### config.mk
export PLATFORM = sky130hd
export DESIGN_NAME = sequence_check
export DESIGN_NICKNAME = d
export VERILOG_FILES = /design/src/rtl/sequence_check.sv
export SDC_FILE = /design/constraint.sdc
export NUM_CORES = 1
export LEC_CHECK = 0
export ABC_AREA = 1
export ABC_CLOCK_PERIOD_IN_PS = 2000
export CORE_UTILIZATION = 45
export CTS_CLUSTER_SIZE = 24
export DETAILED_ROUTE_END_ITERATION = 7
export GPL_ROUTABILITY_DRIVEN = 0
export PLACE_DENSITY = 0.85
export SYNTH_ARGS = -nofsm -noshare
export SYNTH_HDL_FRONTEND = slang
export SYNTH_SLANG_ARGS = --single-unit
### constraint.sdc
create_clock -name clk -period 2 [get_ports clk]
set_input_delay 0.4 -clock clk [delete_from_list [all_inputs] [get_ports clk]]
set_output_delay 0.4 -clock clk [all_outputs]
set_load 0.005 [all_outputs]
### src/rtl/sequence_check.sv
// Player-input checker for the memory/sequence game: after display_done, compares each
// button press against the next digit of S_in and flags correct/incorrect.
module sequence_check #(
  parameter int MAX_LVL = 5
) (
  input  logic                   clk,
  input  logic                   rst,
  input  logic [3:0]             player_num,
  input  logic                   b_player,
  input  logic [4*MAX_LVL-1:0]   S_in,
  input  logic [2:0]             LVL,
  input  logic                   display_done,
  output logic [4:0]             RAM_addr,
  output logic                   RAM_r,
  output logic                   correct,
  output logic                   incorrect
);

  typedef enum logic [1:0] {
    IDLE,
    FETCH,
    WAIT_PRESS,
    DONE
  } state_t;

  state_t               state_q, state_d;
  logic [2:0]           idx_q, idx_d;
  logic [2:0]           n_q, n_d;
  logic [4:0]           addr_q, addr_d;
  logic                 correct_q, correct_d;
  logic                 incorrect_q, incorrect_d;
  logic                 b_prev_q;

  logic                 press;
  logic [2:0]           lvl_clamped;
  logic [4*MAX_LVL-1:0] seq_shift;
  logic [3:0]           digit;

  always_comb begin
    lvl_clamped = LVL;
    if (LVL == 3'd0) begin
      lvl_clamped = 3'd1;
    end else if (LVL > 3'(MAX_LVL)) begin
      lvl_clamped = 3'(MAX_LVL);
    end
  end

  // Digit idx sits at the MSB end once the sequence is shifted left by idx nibbles.
  always_comb begin
    seq_shift = S_in << {idx_q, 2'b00};
    digit     = seq_shift[4*MAX_LVL-1 -: 4];
  end

  assign press = b_player & ~b_prev_q;

  always_comb begin
    state_d     = state_q;
    idx_d       = idx_q;
    n_d         = n_q;
    addr_d      = addr_q;
    correct_d   = correct_q;
    incorrect_d = incorrect_q;

    if (display_done) begin
      state_d     = FETCH;
      idx_d       = '0;
      correct_d   = 1'b0;
      incorrect_d = 1'b0;
    end else begin
      unique case (state_q)
        FETCH: begin
          n_d     = lvl_clamped;
          addr_d  = {2'b00, lvl_clamped};
          state_d = WAIT_PRESS;
        end
        WAIT_PRESS: begin
          if (press) begin
            if (player_num != digit) begin
              incorrect_d = 1'b1;
              state_d     = DONE;
            end else if (idx_q == n_q - 3'd1) begin
              correct_d = 1'b1;
              state_d   = DONE;
            end else begin
              idx_d = idx_q + 3'd1;
            end
          end
        end
        default: ;
      endcase
    end
  end

  always_ff @(posedge clk or negedge rst) begin
    if (!rst) begin
      state_q     <= IDLE;
      idx_q       <= '0;
      n_q         <= 3'd1;
      addr_q      <= '0;
      correct_q   <= 1'b0;
      incorrect_q <= 1'b0;
      b_prev_q    <= 1'b0;
    end else begin
      state_q     <= state_d;
      idx_q       <= idx_d;
      n_q         <= n_d;
      addr_q      <= addr_d;
      correct_q   <= correct_d;
      incorrect_q <= incorrect_d;
      b_prev_q    <= b_player;
    end
  end

  // The address is shown during FETCH itself and held afterwards.
  assign RAM_addr  = (state_q == FETCH) ? {2'b00, lvl_clamped} : addr_q;
  assign RAM_r     = (state_q == FETCH);
  assign correct   = correct_q;
  assign incorrect = incorrect_q;

endmodule

Word-level counts from Yosys, hierarchy flattened
Index checks and enable logic that the tools add are counted.

Register bits: 16. Latch bits: 0. RAM bits: 0. ROM bits: 0. Output and inout bits: 8. Word-level logic and storage cells: 55. Memories kept: 0.

$add $sub $neg: 2. Multipliers: 0. Divide/modulo/power cells: 0. Order comparisons: 1. Equality and inequality tests: 8. Shift operators: 1. Muxes and demuxes: 22. Bitwise gates (word level): 3. Reductions and logical operators: 11.

Operator list (number): 2-to-1 mux 3 bit (7); << shifter 20 x 5 -> 20 bit (1); 2-to-1 mux 1 bit (9); 2-to-1 mux 2 bit (4); AND reduction 4 bit (2); nonzero test 2 bit (4); AND reduction 3 bit (2); 2-to-1 mux 5 bit (1); != test 2 bit (second input constant) (2); != test 4 bit (1); != test 4 bit (second input constant) (1); one-hot mux 2 bit (2 select lines) (1); adder 3 x 1 -> 3 bit (second input constant) (1); equality test 3 bit (1); > comparator 3 bit (second input constant) (1); zero test 3 bit (1); != test 3 bit (second input constant) (1); nonzero test 3 bit (1); subtractor 3 x 1 -> 3 bit (second input constant) (1); equality test 2 x 1 -> 1 bit (second input constant) (1); equality test 2 bit (second input constant) (1); inverter 1 bit (2); AND reduction 2 bit (1); bitwise AND 1 bit (1).

Logic depth before layout (Yosys ltp)
Depth in word-level cells: 7. Mapped depth: 13.

Worst setup path after synthesis
Ideal clock, no wire load.

Path type: register -> register. Start: register n_q[0]. End: register idx_q[0]. Arrival: 1.492 ns. Required time: 1.883 ns. Slack: 0.391 ns. Stages on the path, launching flop included: 10. Path buffers: 0. Cell sequence: dfstp_2 -> inv_1 -> ha_1 -> xnor2_1 -> xor2_1 -> nand2_1 -> a21oi_1 -> inv_1 -> nand4_1 -> nand2_1.

Word-level cells in the longest chain between the ends: 4.

Ends and longest elaborated chain: start, declared (line 28) `logic [2:0] n_q, n_d;`; start signal, assigned (line 106) `n_q <= n_d;`; subtractor 3 x 1 -> 3 bit (line 81) `end else if (idx_q == n_q - 3'd1) begin`; equality test 3 bit (line 81); != test 2 bit (no line); AND reduction 4 bit (no line); end signal, assigned (line 105) `idx_q <= idx_d;`; end, declared (line 27) `logic [2:0] idx_q, idx_d;`.

Every way passes these cells. A chain may end at the register's enable or synchronous reset.

Final worst setup path
Start: register state_q[1]. End: output port RAM_r.

Word-level cells in the longest chain between the ends: 1.

Ends and longest elaborated chain: start, declared (line 26) `state_t state_q, state_d;`; start signal, assigned (line 104) `state_q <= state_d;`; equality test 2 x 1 -> 1 bit (line 116) `assign RAM_r = (state_q == FETCH);`; end, declared (line 14) `output logic RAM_r,`.

Every way passes these cells.

==> run metrics <==
top layer in use=met4; Tcrit/Tclk final=0.960; DR vias/cell=4.89; most frequent cells in the layout=nand2_1, clkdlybuf4s50_1, inv_1; Ant. Diodes=0; full die area=approximately 0.0028 mm²; core area=between 0.002 and 0.0025 mm²; Syn Area/Cell=6.96 µm²; Area growth syn-to-layout=39.6%; Starting Density=0.473; Final Max Tran Viols=0; Worst Path Required=1.60 ns; unrepaired setup endpoints after global routing=no; largest net degree at the start of global routing=17; Leakage=0.839 nW; Clk pin slew, worst setup/hold paths=0.09 ns; CTS sink count=16; routed wire length=about 2600 µm; Final Core Density=0.661; M1 WL=1070 µm; Synth Register Bits=16; IO Pins=39; first-pass GRT wire length=4060 µm; Critical Path Source Type=flop; Longest Clk Path Bufs=2; final antenna-violating net count=0; Final Setup Violations=0; Routed wire per std cell=10.9 µm; Netlist cell types=23; Max Clock Freq=0.521 GHz; max-cap viol count=0; synthesized area=0.00116 mm²; HP Class=input pin to asynchronous set/reset pin; CTS Buf Count=3; Setup Buffers After CTS=0; Worst Setup End Kind=primary output; outcome=completed; total gr overflow=0; Vert. Die Dim=52.8 µm; Pwr per Cell Area=858 mW/mm²; Syn. warnings=0; number of remaining DRC errors=0; register area share after synthesis=0.346; CP Class=flop to primary output; hpwl dp=1980 µm; Clock Tree Root=clkbuf_4; Filler cells=206; share of cells above drive strength 1=0.138; Synth Instances=167; Peak VDD IR=0.519 mV; Worst Clk Skew=around 0.0062 ns; Max-Slew Margin vs Limit=0.720; Slew @ Worst Pin=0.420 ns; clock latency on the worst-skew pair=0.29 ns; most common cell after layout, fill and taps aside=nand2_1; final hold slack=between 0.4 and 0.5 ns; NumNets Final=about 240; width of the die=52.8 µm; H-tree depth=1; initial antenna violation count=0; CTS tree=yes; DRT Pass-1 Iters=4; Vias=~1200; Port Buffers=38; Syn Nets=200; Final Hold Fails=0; met3 wire len=224 µm; CP max FO=10; Tmin final=1.92 ns; metal2 WL=1290 µm; FP Rows=18; GRT Total Usage=0.199; drt initial violations=25; vias in the first global route=1059; Worst Path Arrival=1.52 ns
[flip-flops by register name (all words and copies together) (netlist names)]
signal     count
correct        1
addr_q         5
incorrect      1
idx_q          3
n_q            3
state_q        2
b_prev_q       1
[through the flow]
stage	area, µm²	worst slack, ns	setup TNS, ns	std cells	total power [mW]
floorplan	1160	0.391	0	167	1.03
global placement	1590	-0.171	-0.325	236	1.19
detailed placement	1590	-0.200	-0.416	236	1.22
CTS	1620	0.0220	0	240	1.40
global route	1620	0.00844	0	240	1.52
finish	1620	0.0805	0	240	1.39
[power by group]
part           internal, mW  switching, mW  leakage [nW]
Combinational         0.319          0.434         0.621
Sequential            0.378         0.0791         0.203
Clock                0.0777          0.104        0.0150
Total                 0.774          0.617         0.839
[cell usage after synthesis]
cell type,number,area [µm²]
nand2_4,1,11.3
nand3_2,8,80.1
nand2_2,5,31.3
inv_1,28,105
xor2_1,1,8.76
o21ai_0,9,45.0
ha_1,2,25.0
nand2_1,52,195
xnor2_1,3,26.3
nor2_2,1,6.26
nor3_4,1,16.3
dfrtp_1,15,375
dfstp_2,1,26.3
nand4_1,5,31.3
buf_6,1,11.3
nor2_4,2,22.5
o21bai_1,1,7.51
a21oi_1,4,20.0
nand3_1,10,50.1
clkbuf_1,1,3.75
inv_2,2,7.51
buf_4,1,7.51
nor2_1,13,48.8
[critical path, cell delays in order, from the launching register on]
cell	delay (ns)
dfrtp_1	0.45
nor2_4	0.23
clkdlybuf4s50_1	0.54
[what timing repair did]
| action | in CTS | in global routing |
|---|---|---|
| pin swaps | 1 | 1 |
| hold buffers | 0 | 0 |
| endpoints found under the setup margin | 4 | 1 |
| resized for setup | 5 | 2 |
[cells by family (layout without fill, tap and decap cells)]
| family | Yosys count | in the layout | synth area share |
|---|---|---|---|
| buffers and inverters | 33 | 76 | 0.116 |
| xor gates and xnor gates | 4 | 4 | 0.0301 |
| adders and majority gates | 2 | 2 | 0.0215 |
| and+or+nand+nor | 98 | 98 | 0.424 |
| DFF | 16 | 16 | 0.346 |
| AOI/OAI and AO/OA | 14 | 14 | 0.0624 |
[path summary, 6_finish.rpt]
path	depth (start not counted)	slack, ns	to	from
worst max-delay path	2	0.08	RAM_r	state_q[1]
max in group asynchronous	2	1.33	n_q[0]	rst
worst max register to register	11	0.20	idx_q[2]	idx_q[1]
worst min-delay path	2	0.41	state_q[1]	rst
min in group clk	2	0.49	addr_q[4]	addr_q[4]
worst min register to register	2	0.49	addr_q[4]	addr_q[4]
[routing by layer]
metal,up-vias,GRT usage
met5,-,0
met4,0,0.0921
met3,5,0.0261
met2,46,0.386
met1,520,0.207
li1,602,-
[final cells by class]
cell class / count / area [µm²] / area share
Clock buffer: 4 / 26.3 / 0.0162
Sequential cell: 16 / 402 / 0.247
Tap cell: 30 / 37.5 / 0.0231
Inverter: 30 / 113 / 0.0694
Multi-Input combinational cell: 118 / 633 / 0.390
Timing Repair Buffer: 42 / 412 / 0.254
Note: power is estimated with default switching activity, not from simulation.
